`src/rtl/ram_burst_master_if.sv`:
```
// Burst-master bus bundle: command channel, write/read data streams and the
// single-write / sync-read RAM port.
interface ram_burst_master_if #(
    parameter int AW = 3,
    parameter int DW = 8
);
    logic          cmd_valid;
    logic          cmd_ready;
    logic          cmd_write;
    logic [AW-1:0] cmd_addr;
    logic [AW-1:0] cmd_len;
    logic          wr_data_valid;
    logic          wr_data_ready;
    logic [DW-1:0] wr_data;
    logic          rd_data_valid;
    logic          rd_data_ready;
    logic [DW-1:0] rd_data;
    logic          ram_we;
    logic [AW-1:0] ram_inaddr;
    logic [AW-1:0] ram_outaddr;
    logic [DW-1:0] ram_din;
    logic [DW-1:0] ram_dout;

    modport master (
        input  cmd_valid, cmd_write, cmd_addr, cmd_len,
        output cmd_ready,
        input  wr_data_valid, wr_data,
        output wr_data_ready,
        output rd_data_valid, rd_data,
        input  rd_data_ready,
        output ram_we, ram_inaddr, ram_outaddr, ram_din,
        input  ram_dout
    );

    modport slave (
        output cmd_valid, cmd_write, cmd_addr, cmd_len,
        input  cmd_ready,
        output wr_data_valid, wr_data,
        input  wr_data_ready,
        input  rd_data_valid, rd_data,
        output rd_data_ready,
        input  ram_we, ram_inaddr, ram_outaddr, ram_din,
        output ram_dout
    );
endinterface

```
`src/rtl/ram_burst_master.sv`:
```
// Burst initiator for a single-write / sync-read RAM with wrap-around addressing.
// Optional feature macro RBM_CHECKSUM_EN adds the burst_sum accumulator output.
module ram_burst_master #(
    parameter int AW = 3,
    parameter int DW = 8
) (
    input  logic                 clk,
    input  logic                 rst_n,
    ram_burst_master_if.master   bus,
`ifdef RBM_CHECKSUM_EN
    output logic [DW-1:0]        burst_sum,
`endif
    output logic                 busy,
    output logic                 done
);
    typedef enum logic [2:0] {IDLE, WR, RD_REQ, RD_CAP, RD_OUT} state_t;

    state_t        state_r, state_s;
    logic [AW-1:0] addr_r, addr_s;
    logic [AW-1:0] cnt_r, cnt_s;
    logic [DW-1:0] rd_data_r, rd_data_s;
    logic          done_r, done_s;
    logic          wr_hs_s, rd_hs_s, cmd_hs_s;

    assign cmd_hs_s = (state_r == IDLE) && bus.cmd_valid;
    assign wr_hs_s  = (state_r == WR) && bus.wr_data_valid;
    assign rd_hs_s  = (state_r == RD_OUT) && bus.rd_data_ready;

    // Write strobe is gated by rst_n so a reset landing mid-burst never writes.
    assign bus.cmd_ready     = (state_r == IDLE);
    assign bus.wr_data_ready = (state_r == WR) && rst_n;
    assign bus.ram_we        = wr_hs_s && rst_n;
    assign bus.ram_inaddr    = addr_r;
    assign bus.ram_din       = bus.wr_data;
    assign bus.ram_outaddr   = addr_r;
    assign bus.rd_data_valid = (state_r == RD_OUT);
    assign bus.rd_data       = rd_data_r;
    assign busy              = (state_r != IDLE);
    assign done              = done_r;

    // Next-state, address/count advance and read capture.
    always_comb begin
        state_s   = state_r;
        addr_s    = addr_r;
        cnt_s     = cnt_r;
        rd_data_s = rd_data_r;
        done_s    = 1'b0;
        case (state_r)
            IDLE: begin
                if (bus.cmd_valid) begin
                    addr_s  = bus.cmd_addr;
                    cnt_s   = bus.cmd_len;
                    state_s = bus.cmd_write ? WR : RD_REQ;
                end else begin
                    state_s = IDLE;
                end
            end
            WR: begin
                if (wr_hs_s) begin
                    if (cnt_r == {AW{1'b0}}) begin
                        state_s = IDLE;
                        done_s  = 1'b1;
                    end else begin
                        addr_s = addr_r + AW'(1);
                        cnt_s  = cnt_r - AW'(1);
                    end
                end else begin
                    state_s = WR;
                end
            end
            RD_REQ: state_s = RD_CAP;
            RD_CAP: begin
                rd_data_s = bus.ram_dout;
                state_s   = RD_OUT;
            end
            RD_OUT: begin
                if (rd_hs_s) begin
                    if (cnt_r == {AW{1'b0}}) begin
                        state_s = IDLE;
                        done_s  = 1'b1;
                    end else begin
                        addr_s  = addr_r + AW'(1);
                        cnt_s   = cnt_r - AW'(1);
                        state_s = RD_REQ;
                    end
                end else begin
                    state_s = RD_OUT;
                end
            end
            default: state_s = IDLE;
        endcase
    end

    // State and datapath registers.
    always_ff @(posedge clk) begin
        if (!rst_n) begin
            state_r   <= IDLE;
            addr_r    <= {AW{1'b0}};
            cnt_r     <= {AW{1'b0}};
            rd_data_r <= {DW{1'b0}};
            done_r    <= 1'b0;
        end else begin
            state_r   <= state_s;
            addr_r    <= addr_s;
            cnt_r     <= cnt_s;
            rd_data_r <= rd_data_s;
            done_r    <= done_s;
        end
    end

`ifdef RBM_CHECKSUM_EN
    logic [DW-1:0] sum_r, sum_s;

    // Running modular sum of words moved in the current burst.
    always_comb begin
        sum_s = sum_r;
        if (cmd_hs_s) begin
            sum_s = {DW{1'b0}};
        end else if (wr_hs_s) begin
            sum_s = sum_r + bus.wr_data;
        end else if (rd_hs_s) begin
            sum_s = sum_r + rd_data_r;
        end else begin
            sum_s = sum_r;
        end
    end

    // Checksum register.
    always_ff @(posedge clk) begin
        if (!rst_n) begin
            sum_r <= {DW{1'b0}};
        end else begin
            sum_r <= sum_s;
        end
    end

    assign burst_sum = sum_r;
`else
    logic unused_cmd_hs_s;
    assign unused_cmd_hs_s = cmd_hs_s;
`endif
endmodule

```
`src/flat_wrapper.sv`:
```
// flat-port wrapper written by rule: the top's interface ports become plain ports
module ram_burst_master_flat 
#(
    parameter int AW = 3,
    parameter int DW = 8
)
  (clk, rst_n, busy, done, bus_cmd_valid, bus_cmd_write, bus_cmd_addr, bus_cmd_len, bus_cmd_ready, bus_wr_data_valid, bus_wr_data, bus_wr_data_ready, bus_rd_data_valid, bus_rd_data, bus_rd_data_ready, bus_ram_we, bus_ram_inaddr, bus_ram_outaddr, bus_ram_din, bus_ram_dout);
  ram_burst_master_if #(.AW(AW), .DW(DW)) bus_i ();
  input  logic clk;
  input  logic rst_n;
  output logic busy;
  output logic done;
  input wire logic [$bits(bus_i.cmd_valid)-1:0] bus_cmd_valid;
  input wire logic [$bits(bus_i.cmd_write)-1:0] bus_cmd_write;
  input wire logic [$bits(bus_i.cmd_addr)-1:0] bus_cmd_addr;
  input wire logic [$bits(bus_i.cmd_len)-1:0] bus_cmd_len;
  output wire logic [$bits(bus_i.cmd_ready)-1:0] bus_cmd_ready;
  input wire logic [$bits(bus_i.wr_data_valid)-1:0] bus_wr_data_valid;
  input wire logic [$bits(bus_i.wr_data)-1:0] bus_wr_data;
  output wire logic [$bits(bus_i.wr_data_ready)-1:0] bus_wr_data_ready;
  output wire logic [$bits(bus_i.rd_data_valid)-1:0] bus_rd_data_valid;
  output wire logic [$bits(bus_i.rd_data)-1:0] bus_rd_data;
  input wire logic [$bits(bus_i.rd_data_ready)-1:0] bus_rd_data_ready;
  output wire logic [$bits(bus_i.ram_we)-1:0] bus_ram_we;
  output wire logic [$bits(bus_i.ram_inaddr)-1:0] bus_ram_inaddr;
  output wire logic [$bits(bus_i.ram_outaddr)-1:0] bus_ram_outaddr;
  output wire logic [$bits(bus_i.ram_din)-1:0] bus_ram_din;
  input wire logic [$bits(bus_i.ram_dout)-1:0] bus_ram_dout;
  assign bus_i.cmd_valid = bus_cmd_valid;
  assign bus_i.cmd_write = bus_cmd_write;
  assign bus_i.cmd_addr = bus_cmd_addr;
  assign bus_i.cmd_len = bus_cmd_len;
  assign bus_cmd_ready = bus_i.cmd_ready;
  assign bus_i.wr_data_valid = bus_wr_data_valid;
  assign bus_i.wr_data = bus_wr_data;
  assign bus_wr_data_ready = bus_i.wr_data_ready;
  assign bus_rd_data_valid = bus_i.rd_data_valid;
  assign bus_rd_data = bus_i.rd_data;
  assign bus_i.rd_data_ready = bus_rd_data_ready;
  assign bus_ram_we = bus_i.ram_we;
  assign bus_ram_inaddr = bus_i.ram_inaddr;
  assign bus_ram_outaddr = bus_i.ram_outaddr;
  assign bus_ram_din = bus_i.ram_din;
  assign bus_i.ram_dout = bus_ram_dout;
  ram_burst_master #(.AW(AW), .DW(DW)) u_core (.clk(clk), .rst_n(rst_n), .bus(bus_i), .busy(busy), .done(done));
endmodule
```
`config.mk`:
```
export PLATFORM = sky130hd
export DESIGN_NAME = ram_burst_master_flat
export DESIGN_NICKNAME = d
export VERILOG_FILES = /design/src/rtl/ram_burst_master_if.sv /design/src/rtl/ram_burst_master.sv /design/src/flat_wrapper.sv
export SDC_FILE = /design/constraint.sdc
export NUM_CORES = 1
export LEC_CHECK = 0
export BUFFER_PORTS_ARGS = -buffer_cell sky130_fd_sc_hd__buf_2
export CAP_MARGIN = 20
export CORE_ASPECT_RATIO = 0.9
export CORE_UTILIZATION = 42
export DETAILED_ROUTE_END_ITERATION = 10
export GPL_TIMING_DRIVEN = 0
export PLACE_DENSITY = 0.76
export SLEW_MARGIN = 20
export SYNTH_ARGS = -nofsm -noshare
export SYNTH_HDL_FRONTEND = slang
export SYNTH_SLANG_ARGS = --single-unit
```
`constraint.sdc`:
```
create_clock -name clk -period 3 [get_ports clk]
set_input_delay 0.6 -clock clk [delete_from_list [all_inputs] [get_ports clk]]
set_output_delay 0.6 -clock clk [all_outputs]
set_load 0.02 [all_outputs]
```
==> metrics <==
initial antenna violation count=0; Yosys reg bits=18; gpl congestion=0.8095; DP HPWL=1775 um; Leak Pwr=0.7036 nW; PwrDens=551.7 mW/mm2; grt ovf=0; H-tree depth=1; area leader, netlist=dfxtp_1; CTS tree=built; final hold slack=460.4 ps; max-slew violation count=0; Area contributors post-synth=dfxtp_1, mux2i_1, buf_4, nor2b_1, ha_1; pin count of the biggest net entering global routing=11; Starting Density=0.4657; proportion of layout cells with a drive suffix above 1=0.4588; die span in x=54.79 um; Tmin final=2088 ps; cell chosen for the clock root=clkbuf_4; post-synthesis instance area=0.001054 mm2; FFs w/ async S/R, synth=0; Rel. slew slack=0.7893; status=finished, final reports clean; Setup Skew=8.033 ps; Synth Net Count=150; cts hold-fix bufs=0; vias in the first global route=895; all-layer global routing usage=0.1847; MaxCap Viol Count=0; Clock Pin Slew Worst Setup and Hold Paths=110 ps; Period Utilization, post-route=0.6961; Starting DRT DRC Count=6; Final Hold Viols=0; Slew @ Worst Pin=313.7 ps; remaining antenna violation count after routing=0; wirelength, routed=2293 um; Yosys top cell area share=0.3420; n_diodes=0; Post-CTS Setup Inserts=0; Filler cells=214; post-place setup slack=1202 ps; drt via density=5.041; Port Buf Inserts=47; Seq/Total Area, Yosys=0.3420; Resized Gates After CTS=0; CP required=2400 ps; Worst-Skew Late Latency=300 ps; crit path kind=reg2out; peak supply drop=0.3652 mV; drt first pass iters=4; Critical Path End Type=output pin; RSZ-0062 raised after global routing=no; Mapped Cells=119; Area Growth Syn to Fin=28.98%; Mean Syn Cell Area=8.853 um2; Power, Total=0.7496 mW; synth warn=0; post-synth cell types=36; Setup TNS Final=0 ps; Core Util, Final=0.6007; Top FF cell, synth=dfxtp_1; Post-synth EDFFs=0; core area=0.002262 mm2; Die Area=0.002713 mm2; post-DR wirelength/cell=11.64 um; Final Worst Setup Slack=911.7 ps; I/O Pins=56; crit start category=register; CTS buffer count=3; detailed-route via count=993; Die Ht=49.52 um; WP data arrival=1490 ps; first-pass GRT wire length=3663 um; nets=202; num rows=16; multi-input logic area=533.0 um2; final setup fails=0; fmax=0.4789 GHz; Bufs on Longest Clock Path=2; CTS sink cnt=18; register area=360.3 um2; DRC viols=0; crit path max fanout=10; worst hold path type=reg2reg
==> flip-flops by register name, indices dropped and copies added (netlist names) <==
signal / cells
u_core.done: 1
u_core.bus.ram_inaddr: 3
u_core.bus.rd_data: 8
u_core.cnt_r: 3
u_core.state_r: 3
==> worst max-delay path, stage by stage (launching register included) <==
cell and delay, ps:
dfxtp_1 410, buf_2 250, and4bb_2 260, nand2_1 70
inv_1 50, buf_2 150
==> cell families (layout without fill, tap and decap cells) <==
group                    after synthesis  after routing  share of synthesized area
AND/OR/NAND/NOR                       35             35                     0.1865
buffers and inverters                 26             77                     0.1520
XOR/XNOR                               1              1                   0.008315
multiplexers                          10             10                    0.09620
adder cells (fa/ha/maj)                3              3                    0.03563
AO/OA/AOI/OAI                         26             26                     0.1793
flip-flops                            18             18                     0.3420
==> cells in the mapped netlist (2+ instances only) <==
| cell | count |
|---|---|
| o21ai_1 | 5 |
| buf_6 | 2 |
| nand2_1 | 10 |
| mux2i_1 | 9 |
| nor2_2 | 2 |
| nor2b_1 | 8 |
| nor2_1 | 4 |
| buf_4 | 11 |
| a21oi_1 | 7 |
| a211oi_2 | 2 |
| a21boi_1 | 2 |
| ha_1 | 3 |
| o2111ai_1 | 2 |
| dfxtp_1 | 18 |
| nor3_1 | 2 |
| buf_2 | 5 |
| nand3b_1 | 2 |
| inv_1 | 7 |
==> layout by cell type (no fill, tap or decap), types with 2 or more instances in the layout <==
cell       count
a211oi_2       2
a21boi_1       2
a21oi_1        7
buf_2         52
buf_4         11
buf_6          2
clkbuf_4       3
dfxtp_1       18
ha_1           3
inv_1          7
mux2i_1        9
nand2_1       10
nand3b_1       2
nor2_1         4
nor2_2         2
nor2b_1        8
nor3_1         2
o2111ai_1      2
o21ai_1        5
==> final cells by class <==
type / count / share of cell area
repair buffers: 47 / 0.1731
clock buffers: 4 / 0.02670
inverters: 7 / 0.01934
multi-input cells: 75 / 0.3923
plain buffers: 19 / 0.09853
flip-flops and latches: 18 / 0.2652
well taps: 27 / 0.02486
==> power by group <==
group	total (mW)	internal, mW	switching, mW
combinational	0.308	0.137	0.171
sequential	0.290	0.265	0.0249
clock	0.151	0.0740	0.0770
==> routing by layer <==
layer	vias up	routed length [um]	part of all wire	GRT usage
met5	-	0	0	0
met4	0	32	0.014	0.07692
met3	5	138	0.060	0.03704
met2	36	1109	0.48	0.3052
met1	452	1012	0.44	0.2243
li1	500	-	-	-
==> final timing paths <==
path	cells after the start	end	from	slack (ps)
worst max-delay path	5	bus_ram_we	u_core.state_r[0]	910
worst min-delay path	2	u_core.cnt_r[0]	u_core.cnt_r[0]	460
worst max register to register	8	u_core.bus.ram_inaddr[2]	u_core.cnt_r[0]	1210
worst min register to register	2	u_core.cnt_r[0]	u_core.cnt_r[0]	460
==> metrics by stage <==
stage	instances	cell area [um2]
floorplan	119	1054
detailed placement	193	1323
global placement	193	1323
global route	197	1359
CTS	197	1359
finish	197	1359
No activity file was read; power rests on OpenSTA's default activity.
